--- src/rtl/discrete_filter_scheduler.sv ---
// Shares one 17x17 multiplier across NUM_CHANNELS first-order low-pass filters, y += (x - y) * alpha.
// Latency: a strobe at cycle T commits all outputs together and pulses sample_done at T + 3*NUM_CHANNELS + 2.
// No backpressure: a strobe that arrives while a pass is running is dropped and sets the sticky overrun flag.
module discrete_filter_scheduler #(
    parameter int NUM_CHANNELS = 4,
    parameter int CLOCK_RATE   = 1000000,
    parameter int SAMPLE_RATE  = 48000
) (
    input  logic                      clk,
    input  logic                      I_RSTn,
    input  logic                      audio_clk_en,
    input  logic [16*NUM_CHANNELS-1:0] in_flat,
    input  logic [16*NUM_CHANNELS-1:0] alpha_flat,
    input  logic                      overrun_clr,
    output logic [16*NUM_CHANNELS-1:0] out_flat,
    output logic                      sample_done,
    output logic                      busy,
    output logic                      overrun
);
    localparam int CW = (NUM_CHANNELS > 1) ? $clog2(NUM_CHANNELS) : 1;
    localparam logic [CW-1:0] LAST_CH = CW'(NUM_CHANNELS - 1);

    generate
        if (NUM_CHANNELS < 1 || NUM_CHANNELS > 16) begin : g_bad_channels
            $error("discrete_filter_scheduler: NUM_CHANNELS must be 1..16");
        end
        if (3 * NUM_CHANNELS + 2 > CLOCK_RATE / SAMPLE_RATE) begin : g_bad_rate
            $error("discrete_filter_scheduler: a sample pass does not fit in one sample period");
        end
    endgenerate

    typedef enum logic [2:0] {IDLE, LOAD, MUL, WRITE, COMMIT} state_t;

    state_t                    state_q, state_d;
    logic [CW-1:0]             ch_q, ch_d;
    logic signed [15:0]        x_q [NUM_CHANNELS];
    logic [15:0]               a_q [NUM_CHANNELS];
    logic signed [15:0]        y_q [NUM_CHANNELS];
    logic signed [16:0]        diff_q, diff_d;
    logic signed [33:0]        prod_q, prod_d;
    logic signed [15:0]        y_new;
    logic [16*NUM_CHANNELS-1:0] out_q;
    logic                      sample_done_q;
    logic                      overrun_q, overrun_d;
    logic                      unused_prod_bits;

    always_comb begin
        state_d = state_q;
        ch_d    = ch_q;
        case (state_q)
            IDLE: begin
                if (audio_clk_en) begin
                    state_d = LOAD;
                    ch_d    = '0;
                end
            end
            LOAD:  state_d = MUL;
            MUL:   state_d = WRITE;
            WRITE: begin
                if (ch_q == LAST_CH) begin
                    state_d = COMMIT;
                end else begin
                    ch_d    = ch_q + CW'(1);
                    state_d = LOAD;
                end
            end
            COMMIT:  state_d = IDLE;
            default: state_d = IDLE;
        endcase
    end

    // Set beats clear so a coincident overrun is never lost.
    always_comb begin
        overrun_d = overrun_q;
        if (audio_clk_en && state_q != IDLE) begin
            overrun_d = 1'b1;
        end else if (overrun_clr) begin
            overrun_d = 1'b0;
        end
    end

    // |x - y| < 2^16 and alpha < 1, so the floored step always fits back into 16 bits.
    always_comb begin
        diff_d = {x_q[ch_q][15], x_q[ch_q]} - {y_q[ch_q][15], y_q[ch_q]};
        prod_d = diff_q * $signed({1'b0, a_q[ch_q]});
        y_new  = y_q[ch_q] + prod_q[31:16];
    end
    assign unused_prod_bits = ^{prod_q[33:32], prod_q[15:0]};

    always_ff @(posedge clk or negedge I_RSTn) begin
        if (!I_RSTn) begin
            state_q       <= IDLE;
            ch_q          <= '0;
            diff_q        <= '0;
            prod_q        <= '0;
            out_q         <= '0;
            sample_done_q <= 1'b0;
            overrun_q     <= 1'b0;
            for (int k = 0; k < NUM_CHANNELS; k++) begin
                x_q[k] <= '0;
                a_q[k] <= '0;
                y_q[k] <= '0;
            end
        end else begin
            state_q       <= state_d;
            ch_q          <= ch_d;
            overrun_q     <= overrun_d;
            sample_done_q <= (state_q == COMMIT);
            if (state_q == IDLE && audio_clk_en) begin
                for (int k = 0; k < NUM_CHANNELS; k++) begin
                    x_q[k] <= in_flat[16*k +: 16];
                    a_q[k] <= alpha_flat[16*k +: 16];
                end
            end
            if (state_q == LOAD) diff_q <= diff_d;
            if (state_q == MUL) prod_q <= prod_d;
            if (state_q == WRITE) y_q[ch_q] <= y_new;
            if (state_q == COMMIT) begin
                for (int k = 0; k < NUM_CHANNELS; k++) begin
                    out_q[16*k +: 16] <= y_q[k];
                end
            end
        end
    end

    assign out_flat    = out_q;
    assign sample_done = sample_done_q;
    assign busy        = (state_q != IDLE);
    assign overrun     = overrun_q;
endmodule
--- config.mk ---
export PLATFORM = sky130hd
export DESIGN_NAME = discrete_filter_scheduler
export DESIGN_NICKNAME = d
export VERILOG_FILES = /design/src/rtl/discrete_filter_scheduler.sv
export SDC_FILE = /design/constraint.sdc
export NUM_CORES = 1
export LEC_CHECK = 0
export CAP_MARGIN = 15
export CELL_PAD_IN_SITES_DETAIL_PLACEMENT = 1
export CELL_PAD_IN_SITES_GLOBAL_PLACEMENT = 1
export CORE_MARGIN = 2
export CORE_UTILIZATION = 36
export DETAILED_ROUTE_END_ITERATION = 10
export DONT_BUFFER_PORTS = 1
export PLACE_DENSITY_LB_ADDON = 0.3
export SYNTH_ARGS = -nofsm -noshare
export SYNTH_HDL_FRONTEND = slang
export SYNTH_SLANG_ARGS = --single-unit
--- constraint.sdc ---
create_clock -name clk -period 10.9 [get_ports clk]
set_input_delay 3.27 -clock clk [delete_from_list [all_inputs] [get_ports clk]]
set_output_delay 3.27 -clock clk [all_outputs]
set_load 0.02 [all_outputs]
==> flow_metrics.env <==
export IMPL_category_of_the_worst_setup_path_capture_point="register"
export IMPL_layout_core_utilization=0.3925
export IMPL_post_synth_mux_area_share=0.1437
export IMPL_least_margin_pin_slew_ps=1006
export IMPL_floorplan_initialDensity=0.3624
export IMPL_hpwl_um=47310
export IMPL_synthArstFlopShare=1.000
export IMPL_slew_headroom=0.3290
export IMPL_post_synth_instance_area_sq_mm=0.02328
export IMPL_cts_buffers_inserted=31
export IMPL_final_area_sq_mm=0.02521
export IMPL_synth_seq_area_share=0.3182
export IMPL_die_w_um=258.3
export IMPL_route_final_wire_length_um=61240
export IMPL_post_cts_buffers=0
export IMPL_share_of_synthesized_cell_area_in_full_adder_half_adder_and_majority_cells=0.2915
export IMPL_outcome="completed"
export IMPL_gp_congestion=0.8209
export IMPL_num_vias=14740
export IMPL_placement_cell_area_sq_mm=0.02409
export IMPL_grtUsageMet2=0.3395
export IMPL_detail_route_antenna_nets=0
export IMPL_grt_overflow=0
export IMPL_yosysWarnings=0
export IMPL_drive_gt1_frac=0.1605
export IMPL_final_period_util=0.6995
export IMPL_worst_path_max_delay_cell="sky130_fd_sc_hd__a221oi_1"
export IMPL_groute_layer_met3_usage=0.03013
export IMPL_setup_tns_final_ps=0
export IMPL_worst_setup_hold_path_clk_slew_ps=70
export IMPL_postSynthCellCount=2097
export IMPL_synthesized_area_fraction_occupied_by_xor_and_xnor_cells=0.01806
export IMPL_max_freq_mhz=131.2
export IMPL_cts_tree="done"
export IMPL_synth_enable_flop_cells=0
export IMPL_global_route_usage_total=0.1926
export IMPL_syn_nets=2611
export IMPL_synth_area_in_compound_gates=0.05521
export IMPL_dp_cells=2875
export IMPL_number_of_failing_setup_endpoints_in_the_final_timing_report=0
export IMPL_ys_dominant_reg_cell="sky130_fd_sc_hd__dfrtp_1"
export IMPL_cts_repair_resized=0
export IMPL_routed_wire_length_per_instance_um=20.81
export IMPL_crit_top_cell="sky130_fd_sc_hd__fa_1"
export IMPL_grt_start_max_net_pins=297
export IMPL_cts_htree_levels=1
export IMPL_worst_path_largest_cell_delay_ps=850
export IMPL_kind_of_path_behind_the_tightest_hold_check="reg2reg"
export IMPL_remaining_drc_errors=0
export IMPL_number_of_hold_violations_in_the_final_report=0
export IMPL_grt_most_used_layer="met2"
export IMPL_synthToLayoutAreaGrowth_pct=8.310
export IMPL_die_area_sq_mm=0.06671
export IMPL_grt_first_pass_wirelength_um=100400
export IMPL_ios=199
export IMPL_grt_pass1_vias=17270
export IMPL_max_cap_viol=0
export IMPL_crit_path_max_fanout=17
export IMPL_placement_rows=93
export IMPL_cts_root_to_sink_buffers=3
export IMPL_synth_simple_area_share=0.09821
export IMPL_combinational_family_with_the_most_area_after_synthesis="adder cells"
export IMPL_slew_viol_final=0
export IMPL_crit_arrival_ps=8080
export IMPL_fillers=7010
export IMPL_holdBufCountCts=0
export IMPL_path_cells="mux4_2 > and2_1 > fa_1 > inv_1 > fa_1 > fa_1 > inv_1 > fa_1 > fa_1 > inv_1 > fa_1 > inv_1 > ha_1 > o211ai_1 > nor2_1 > a221oi_1 > a21o_2 > o211ai_4 > a211oi_4 > nor4_1 > a211o_1"
export IMPL_syn_avg_cell_area_sq_um=11.10
export IMPL_fin_worst_skew_ps=37.44
export IMPL_number_of_clock_sinks=296
export IMPL_ys_seq_elements=296
export IMPL_drt_first_iter_violations=643
export IMPL_r2r_setup_slack_ps=3280
export IMPL_numPortBuffers=0
export IMPL_root_buffer="sky130_fd_sc_hd__clkbuf_16"
export IMPL_gr_usage_met1=0.2447
export IMPL_antenna_found_initial=8
export IMPL_design_final_nets=2570
export IMPL_viasPerCell=5.008
export IMPL_drtPass1Iterations=4
export IMPL_timing_critical_path_from_type="register"
export IMPL_crit_required_ps=11360
export IMPL_worst_setup_path_type="reg2reg"
export IMPL_setup_repair_after_global_routing_missed_its_margin="false"
export IMPL_clock_insertion_delay_worst_skew_ps=600
export IMPL_yosys_cell_types_count=67
export IMPL_chipHeight_um=258.3
export IMPL_coreArea_sq_mm=0.06423
export IMPL_post_layout_nonfiller_instances=2943
export IMPL_post_route_min_period_ps=7625
==> stage by stage <==
stage	hold WS [ps]	setup slack, ps
after floorplan	449.8	3914
after global placement	485.6	3426
after detailed placement	491.4	3314
after CTS	504.5	3256
after global routing	516.2	2712
final	504.2	3275
==> Yosys cell counts (all sizes together), types with 2 or more instances <==
cell / n / share of area
or3: 4 / 0.0011
nand2b: 7 / 0.0019
a21oi: 28 / 0.0060
dfrtp: 296 / 0.32
a221oi: 3 / 0.0019
nand3: 10 / 0.0022
nor3b: 6 / 0.0019
a311oi: 3 / 0.0014
and3: 6 / 0.0016
a2111oi: 2 / 0.0018
o31ai: 7 / 0.0025
mux4: 48 / 0.046
xnor2: 27 / 0.010
nor3: 10 / 0.0024
a211oi: 5 / 0.0024
o311ai: 2 / 0.00075
a211o: 3 / 0.0011
a21o: 6 / 0.0020
inv: 372 / 0.060
and2: 134 / 0.036
buf: 26 / 0.0053
o211ai: 6 / 0.0025
o21a: 7 / 0.0023
mux2: 201 / 0.097
nor4: 2 / 0.00054
or4: 2 / 0.00064
o41ai: 7 / 0.0044
nand2: 248 / 0.040
nor2b: 7 / 0.0019
clkbuf: 61 / 0.0098
fa: 267 / 0.23
o21ai: 97 / 0.021
xor2: 21 / 0.0079
a31oi: 2 / 0.00054
ha: 115 / 0.062
nand4: 5 / 0.0013
nor2: 26 / 0.0042
o21bai: 3 / 0.00097
a22o: 3 / 0.0011
==> kinds of logic (layout without fill, tap and decap cells) <==
kind of cell             Yosys count  after routing
AO/OA/AOI/OAI                    190            190
adder cells (fa/ha/maj)          382            382
flip-flops                       296            296
XOR/XNOR                          48             48
other                              0              7
AND/OR/NAND/NOR                  473            473
buffers and inverters            459            443
multiplexers                     249            249
==> layer usage <==
| metal | vias up | part of all wire |
|---|---|---|
| li1 | 6613 | - |
| met1 | 7809 | 0.42 |
| met2 | 230 | 0.51 |
| met3 | 86 | 0.043 |
| met4 | 2 | 0.025 |
| met5 | - | 0.00026 |
==> final cells by class <==
cell class                      instances  area, sq um  area share
Sequential cell                       296         7412      0.2940
Timing Repair Buffer                   13        137.6    0.005459
Inverter                              372         1396     0.05539
Clock buffer                           44        884.6     0.03509
Multi-Input combinational cell       1342        14130      0.5606
Antenna cell                            7        17.52   0.0006948
Tap cell                              855         1070     0.04243
Clock inverter                         14        160.2    0.006353
==> cells in the final DEF, fill, tap and decap left out, drive strengths merged, types with 4 or more instances in the layout <==
cell,count
nand3,10
dfrtp,296
xor2,21
inv,375
or3,4
o41ai,7
and2,134
o21a,7
nor2,26
xnor2,27
nand2b,7
nor3b,6
a211oi,5
nor2b,7
ha,115
clkbuf,45
mux4,48
o31ai,7
fa,267
o211ai,6
nand4,5
o21ai,97
a21o,6
buf,12
nand2,248
mux2,201
a21oi,28
and3,6
diode,7
nor3,10
clkinv,8
==> worst max-delay path: cells and delay by family, from the launching register on <==
kind | cells | cell delay, ps
mux | 1 | 780
fa+ha+maj | 7 | 3310
simple gates | 3 | 460
buf+inv | 4 | 190
flops | 1 | 660
compound gates | 6 | 2030
==> registers in the layout, summed over array words and instances (netlist names) <==
| name | cells |
|---|---|
| sample_done | 1 |
| y_q | 64 |
| a_q | 64 |
| out_flat | 64 |
| x_q | 64 |
| overrun | 1 |
| state_q | 3 |
| diff_q | 17 |
| ch_q | 2 |
| prod_q | 16 |
==> worst paths after layout <==
kind / endpoint / start / cells after the start
setup / recovery: prod_q[28] / ch_q[0] / 21
hold / removal: a_q[14] / a_q[14] / 1
setup reg to reg: prod_q[28] / ch_q[0] / 21
hold reg to reg: a_q[14] / a_q[14] / 1
max in group asynchronous: ch_q[0] / I_RSTn / 0
min in group asynchronous: out_flat[56] / I_RSTn / 0
Power is not shown: default switching activity piles up to over one toggle a cycle in this logic, so the estimate is an artifact.
